[config.mk]
export PLATFORM = sky130hd
export DESIGN_NAME = minbd_side_buffer
export DESIGN_NICKNAME = d
export VERILOG_FILES = /design/src/rtl/minbd_pkg.sv /design/src/rtl/minbd_sb_fifo.sv /design/src/rtl/minbd_side_buffer.sv
export SDC_FILE = /design/constraint.sdc
export NUM_CORES = 1
export LEC_CHECK = 0
export BUFFER_PORTS_ARGS = -buffer_cell sky130_fd_sc_hd__buf_2
export CAP_MARGIN = 0
export CORE_AREA = 2 2 119 121
export CTS_BUF_LIST = sky130_fd_sc_hd__clkbuf_8
export DETAILED_ROUTE_END_ITERATION = 16
export DIE_AREA = 0 0 121 123
export GPL_ROUTABILITY_DRIVEN = 0
export MAX_ROUTING_LAYER = met4
export PLACE_DENSITY_LB_ADDON = 0.2
export REMOVE_ABC_BUFFERS = 1
export SLEW_MARGIN = 20
export SYNTH_ARGS = -nofsm -noshare
export SYNTH_HDL_FRONTEND = slang
export SYNTH_SLANG_ARGS = --single-unit
[constraint.sdc]
create_clock -name clk -period 4.4 [get_ports clk]
set_input_delay 0.22 -clock clk [delete_from_list [all_inputs] [get_ports clk]]
set_output_delay 0.22 -clock clk [all_outputs]
set_load 0.005 [all_outputs]
[src/rtl/minbd_pkg.sv]
// Shared definitions for the MinBD side-buffer slice: channel naming, flit
// field helpers and the slot priority encoder.
package minbd_pkg;

   typedef enum int {
      EAST  = 0,
      WEST  = 1,
      NORTH = 2,
      SOUTH = 3
   } chan_e;

   // The valid flag always sits in the top bit of a flit.
   function automatic int flit_valid_bit(input int flit_w);
      return flit_w - 1;
   endfunction

   // Index of the lowest set bit; returns 0 when nothing is set, so callers
   // must qualify the result with a reduction-OR of the same vector.
   function automatic int lowest_set(input logic [63:0] v);
      int idx;
      idx = 0;
      for (int i = 63; i >= 0; i--) begin
         if (v[i]) idx = i;
      end
      return idx;
   endfunction

endpackage

[src/rtl/minbd_sb_fifo.sv]
// DEPTH-entry flit FIFO for the side buffer; the head is read combinationally
// so it can be reinjected in the same cycle it is selected.
module minbd_sb_fifo
   import minbd_pkg::*;
#(
   parameter int FLIT_W = 11,
   parameter int DEPTH  = 4
) (
   input  logic                       clk,
   input  logic                       rst_n,
   input  logic                       push,
   input  logic [FLIT_W-1:0]          push_data,
   input  logic                       pop,
   output logic [FLIT_W-1:0]          head,
   output logic [$clog2(DEPTH+1)-1:0] count,
   output logic                       full,
   output logic                       empty
);

   localparam int PW = $clog2(DEPTH);
   localparam int CW = $clog2(DEPTH+1);

   logic [FLIT_W-1:0] mem [DEPTH];
   logic [PW-1:0]     wr_ptr_reg;
   logic [PW-1:0]     rd_ptr_reg;
   logic [CW-1:0]     count_reg;
   logic [CW-1:0]     count_next;
   logic              full_reg;
   logic              empty_reg;
   logic              push_ok;
   logic              pop_ok;

   // A push into a full buffer is only accepted when a pop frees a slot.
   assign pop_ok  = pop && !empty_reg;
   assign push_ok = push && (!full_reg || pop_ok);

   always_comb begin
      count_next = count_reg;
      case ({push_ok, pop_ok})
         2'b10:   count_next = count_reg + CW'(1);
         2'b01:   count_next = count_reg - CW'(1);
         default: count_next = count_reg;
      endcase
   end

   always_ff @(posedge clk) begin
      if (rst_n && push_ok) mem[wr_ptr_reg] <= push_data;
   end

   always_ff @(posedge clk) begin
      if (!rst_n) begin
         wr_ptr_reg <= '0;
         rd_ptr_reg <= '0;
         count_reg  <= '0;
         full_reg   <= 1'b0;
         empty_reg  <= 1'b1;
      end else begin
         if (push_ok) wr_ptr_reg <= wr_ptr_reg + PW'(1);
         if (pop_ok)  rd_ptr_reg <= rd_ptr_reg + PW'(1);
         count_reg <= count_next;
         full_reg  <= (count_next == CW'(DEPTH));
         empty_reg <= (count_next == '0);
      end
   end

   assign head  = mem[rd_ptr_reg];
   assign count = count_reg;
   assign full  = full_reg;
   assign empty = empty_reg;

endmodule

[src/rtl/minbd_side_buffer.sv]
// MinBD side buffer: absorbs one deflected flit per cycle, reinjects the
// buffered head into a free slot, and forces a swap when the head starves.
module minbd_side_buffer
   import minbd_pkg::*;
#(
   parameter int FLIT_W     = 11,
   parameter int NCH        = 4,
   parameter int DEPTH      = 4,
   parameter int STARVE_MAX = 8
) (
   input  logic                       clk,
   input  logic                       rst_n,
   input  logic [NCH*FLIT_W-1:0]      flit_in,
   input  logic [NCH-1:0]             defl_in,
   output logic [NCH*FLIT_W-1:0]      flit_out,
   output logic [$clog2(DEPTH+1)-1:0] count,
   output logic                       full,
   output logic                       empty,
   output logic                       starve
);

   localparam int VB  = flit_valid_bit(FLIT_W);
   localparam int IW  = (NCH > 1) ? $clog2(NCH) : 1;
   localparam int WCW = $clog2(STARVE_MAX+1);

   logic [FLIT_W-1:0] in_ch    [NCH];
   logic [FLIT_W-1:0] out_next [NCH];
   logic [FLIT_W-1:0] out_reg  [NCH];
   logic [NCH-1:0]    valid;
   logic [NCH-1:0]    free_slots;
   logic [NCH-1:0]    cand;
   logic [IW-1:0]     free_idx;
   logic [IW-1:0]     cand_idx;
   logic [IW-1:0]     swap_idx;

   logic [WCW-1:0]    wait_reg;
   logic [WCW-1:0]    wait_next;
   logic              starve_reg;
   logic              starve_next;
   logic              starve_mode;

   logic              fifo_push;
   logic              fifo_pop;
   logic [FLIT_W-1:0] fifo_push_data;
   logic [FLIT_W-1:0] fifo_head;
   logic              fifo_full;
   logic              fifo_empty;

   genvar gi;
   generate
      for (gi = 0; gi < NCH; gi++) begin : g_ch
         assign in_ch[gi] = flit_in[gi*FLIT_W +: FLIT_W];
         assign valid[gi] = in_ch[gi][VB];
         assign flit_out[gi*FLIT_W +: FLIT_W] = out_reg[gi];
      end
   endgenerate

   assign free_slots = ~valid;
   assign cand       = valid & defl_in;
   assign free_idx   = IW'(lowest_set(64'(free_slots)));
   assign cand_idx   = IW'(lowest_set(64'(cand)));
   assign swap_idx   = IW'(lowest_set(64'(valid)));

   // Forced swap only when the head has waited long enough and no slot is free.
   assign starve_mode = (wait_reg == WCW'(STARVE_MAX)) && !fifo_empty &&
                        (free_slots == '0);

   always_comb begin
      for (int i = 0; i < NCH; i++) begin
         out_next[i] = valid[i] ? in_ch[i] : '0;
      end
      fifo_push      = 1'b0;
      fifo_pop       = 1'b0;
      fifo_push_data = '0;
      starve_next    = 1'b0;

      if (starve_mode) begin
         fifo_push          = 1'b1;
         fifo_pop           = 1'b1;
         fifo_push_data     = in_ch[swap_idx];
         out_next[swap_idx] = fifo_head;
         starve_next        = 1'b1;
      end else begin
         // Free slots come from the inputs only, so a slot vacated by
         // buffering below can never receive the head in the same cycle.
         if (!fifo_empty && (|free_slots)) begin
            fifo_pop           = 1'b1;
            out_next[free_idx] = fifo_head;
         end
         if ((|cand) && (!fifo_full || fifo_pop)) begin
            fifo_push          = 1'b1;
            fifo_push_data     = in_ch[cand_idx];
            out_next[cand_idx] = '0;
         end
      end
   end

   always_comb begin
      wait_next = wait_reg;
      if (fifo_pop || fifo_empty) begin
         wait_next = '0;
      end else if (wait_reg != WCW'(STARVE_MAX)) begin
         wait_next = wait_reg + WCW'(1);
      end
   end

   always_ff @(posedge clk) begin
      if (!rst_n) begin
         for (int i = 0; i < NCH; i++) out_reg[i] <= '0;
         wait_reg   <= '0;
         starve_reg <= 1'b0;
      end else begin
         for (int i = 0; i < NCH; i++) out_reg[i] <= out_next[i];
         wait_reg   <= wait_next;
         starve_reg <= starve_next;
      end
   end

   minbd_sb_fifo #(
      .FLIT_W (FLIT_W),
      .DEPTH  (DEPTH)
   ) u_fifo (
      .clk       (clk),
      .rst_n     (rst_n),
      .push      (fifo_push),
      .push_data (fifo_push_data),
      .pop       (fifo_pop),
      .head      (fifo_head),
      .count     (count),
      .full      (fifo_full),
      .empty     (fifo_empty)
   );

   assign full   = fifo_full;
   assign empty  = fifo_empty;
   assign starve = starve_reg;

endmodule

==> results.sh <==
export IMPL_wl_per_cell_um=19.5
export IMPL_dieArea_um2=14900
export IMPL_h_tree_depth=3
export IMPL_clock_sinks=104
export IMPL_synth_edff_count=44
export IMPL_initial_utilization_pct=34.1
export IMPL_grt_setup_unrepaired="no"
export IMPL_startpoint_type="flop"
export IMPL_dp_hpwl_mm=9.28
export IMPL_worstPathCellList="inv_1 -> ha_1 -> and4bb_4 -> and2_1 -> a21o_2 -> inv_2 -> ha_1 -> inv_1 -> fa_1 -> xor2_1 -> or3_1 -> a21oi_1 -> nor2b_1"
export IMPL_core_area_um2=13600
export IMPL_met2_length_mm=6.17
export IMPL_synth_distinct_cells=53
export IMPL_grt_pass1_wl_mm=19.1
export IMPL_path_clk_slew_ps=110
export IMPL_synthCells=380
export IMPL_setup_ws_ps=1480
export IMPL_num_vias=3606
export IMPL_startpoint="wait_reg[0]"
export IMPL_layout_nets=527
export IMPL_die_h_um=123
export IMPL_yosysWarnings=0
export IMPL_post_cts_buffers=0
export IMPL_antenna_found_initial=0
export IMPL_pre_cts_slack_ps=1480
export IMPL_ys_flop_type="dfxtp_1"
export IMPL_io_buffer_count=99
export IMPL_synthArstFlopShare_pct=0
export IMPL_route_detailed_drc=0
export IMPL_fin_cells=654
export IMPL_drtAntennaViolNets=0
export IMPL_io_pins=100
export IMPL_setup_violations=0
export IMPL_fin_area_um2=5430
export IMPL_wl_met1_mm=5.51
export IMPL_power_leakage_nw=2.13
export IMPL_cts_buffer_depth=2
export IMPL_critPathSlowestCell="dfxtp_1"
export IMPL_worstSetupPathType="reg -> reg"
export IMPL_skew_ps=12.6
export IMPL_placedCellCount=638
export IMPL_drive_above_1_share_pct=30.8
export IMPL_synth_top_cell_by_area="edfxtp_1"
export IMPL_arrival_ps=3240
export IMPL_cap_violations=0
export IMPL_slowest_delay_ps=400
export IMPL_worst_slew_pin_slew_ps=848
export IMPL_die_w_um=121
export IMPL_utilization_pct=39.9
export IMPL_critPathMaxFanout=9
export IMPL_grt_use_total_pct=17.8
export IMPL_post_route_period_util_pct=66.3
export IMPL_min_from="flit_in[37]"
export IMPL_via_per_inst=5.51
export IMPL_setup_tns_final_ps=0
export IMPL_netlist_area_um2=4640
export IMPL_min_path_type="in -> reg"
export IMPL_antenna_cells=0
export IMPL_layout_commonest_cell="buf_2"
export IMPL_drt_iter0_markers=303
export IMPL_avgSynthCellArea_um2=12.2
export IMPL_numCtsBuffers=9
export IMPL_wirelength_mm=12.8
export IMPL_maxSlewViolCount=0
export IMPL_synth_top_area_share_pct=28.5
export IMPL_grt_pass1_vias=3429
export IMPL_root_buffer="clkbuf_8"
export IMPL_final_cell_mix="buf_2, dfxtp_1, edfxtp_1, a22oi_1, o22ai_1"
export IMPL_max_slew_margin_pct=43.2
export IMPL_status="completed"
export IMPL_place_area_um2=5230
export IMPL_power_mw=2.41
export IMPL_critPathRequiredTime_ps=4720
export IMPL_first_pass_iters=6
export IMPL_powerDensity_nw_per_um2=443
export IMPL_timing_rr_start="wait_reg[0]"
export IMPL_hold_viol=0
export IMPL_cts_hold_buf=0
export IMPL_whs_ps=108
export IMPL_rows=43
export IMPL_grt_overflow=0
export IMPL_syn_to_final_growth_pct=17.1
export IMPL_synth_seq_cells=104
export IMPL_grt_max_degree=34
export IMPL_synth_area_leaders="edfxtp_1, dfxtp_1, a22oi_1, mux4_2, mux2i_1"
export IMPL_cts_resized=0
export IMPL_endpoint_kind="flop"
export IMPL_fmax_mhz=343
export IMPL_ir_drop_v=0.000154
export IMPL_insertion_delay_ps=380
export IMPL_cts_tree="yes"
export IMPL_wl_met3_um=805
export IMPL_highest_layer="met4"
export IMPL_fin_crit_ps=2920
export IMPL_synth_seq_area_share_pct=54.4
-- power by group --
part / leakage, nW / total (mW) / internal, mW / switching (mW)
Sequential: 0.900 / 1.19 / 1.12 / 0.0761
Clock: 0.0992 / 0.589 / 0.224 / 0.365
Combinational: 1.13 / 0.623 / 0.263 / 0.361
-- Yosys cell counts (2+ instances only) --
master     number
a211o_1         2
a31oi_1         2
o21ai_0         5
nor2b_1         2
edfxtp_1       44
and2_1          2
buf_4           4
nor3_1          3
dfxtp_1        60
and4_1          3
nand2_1         8
clkbuf_1        9
o21ai_2         3
a22oi_1        40
inv_1          10
nor2_1         30
xor2_1          4
nand3_1         3
nor3b_1         2
nor3b_2         2
nand3b_1        2
a222oi_1       10
o2bb2ai_1       9
a21oi_1         6
buf_6           5
o21a_1          2
nand2_2         2
and3_1          7
mux2i_1        22
mux4_2         11
buf_2           6
nand2b_1        2
ha_1            7
or2_2           2
o22ai_1        31
-- routing by layer --
layer  track usage, %  vias to the layer above
met5                -                        -
met4             7.92                        0
met2             27.2                      154
met1             23.0                     1743
li1                 -                     1683
met3             3.37                       26
-- layout make-up --
cell class	count	area [um2]
fillers	1319	8180
flip-flops and latches	104	2520
multi-input cells	240	1920
repair buffers	102	518
well taps	180	225
clock buffers	9	124
clock inverters	7	76.3
inverters	12	45.0
-- path summary, 6_finish.rpt --
kind | endpoint | slack (ps) | cells after the start
setup / recovery | u_fifo.full | 1480 | 13
hold / removal | out_reg[3][4] | 110 | 3
setup reg to reg | u_fifo.full | 1480 | 13
hold reg to reg | u_fifo.wr_ptr_reg[1] | 510 | 2
-- cell families after synthesis --
group | Yosys count | synth area share [%]
AO/OA/AOI/OAI | 120 | 19.3
XOR/XNOR | 4 | 0.756
adder cells (fa/ha/maj) | 8 | 2.32
buffers and inverters | 36 | 4.21
flip-flops | 104 | 54.4
multiplexers | 34 | 10.3
AND/OR/NAND/NOR | 74 | 8.69
-- critical path: cells and delay by family, from the launching register on --
kind,cells,cell delay (ps)
adder cells (fa/ha/maj),3,760
flip-flops,1,400
XOR/XNOR,1,150
AND/OR/NAND/NOR,4,850
buffers and inverters,3,220
AO/OA/AOI/OAI,2,480
Note: power is estimated with default switching activity, not from simulation.
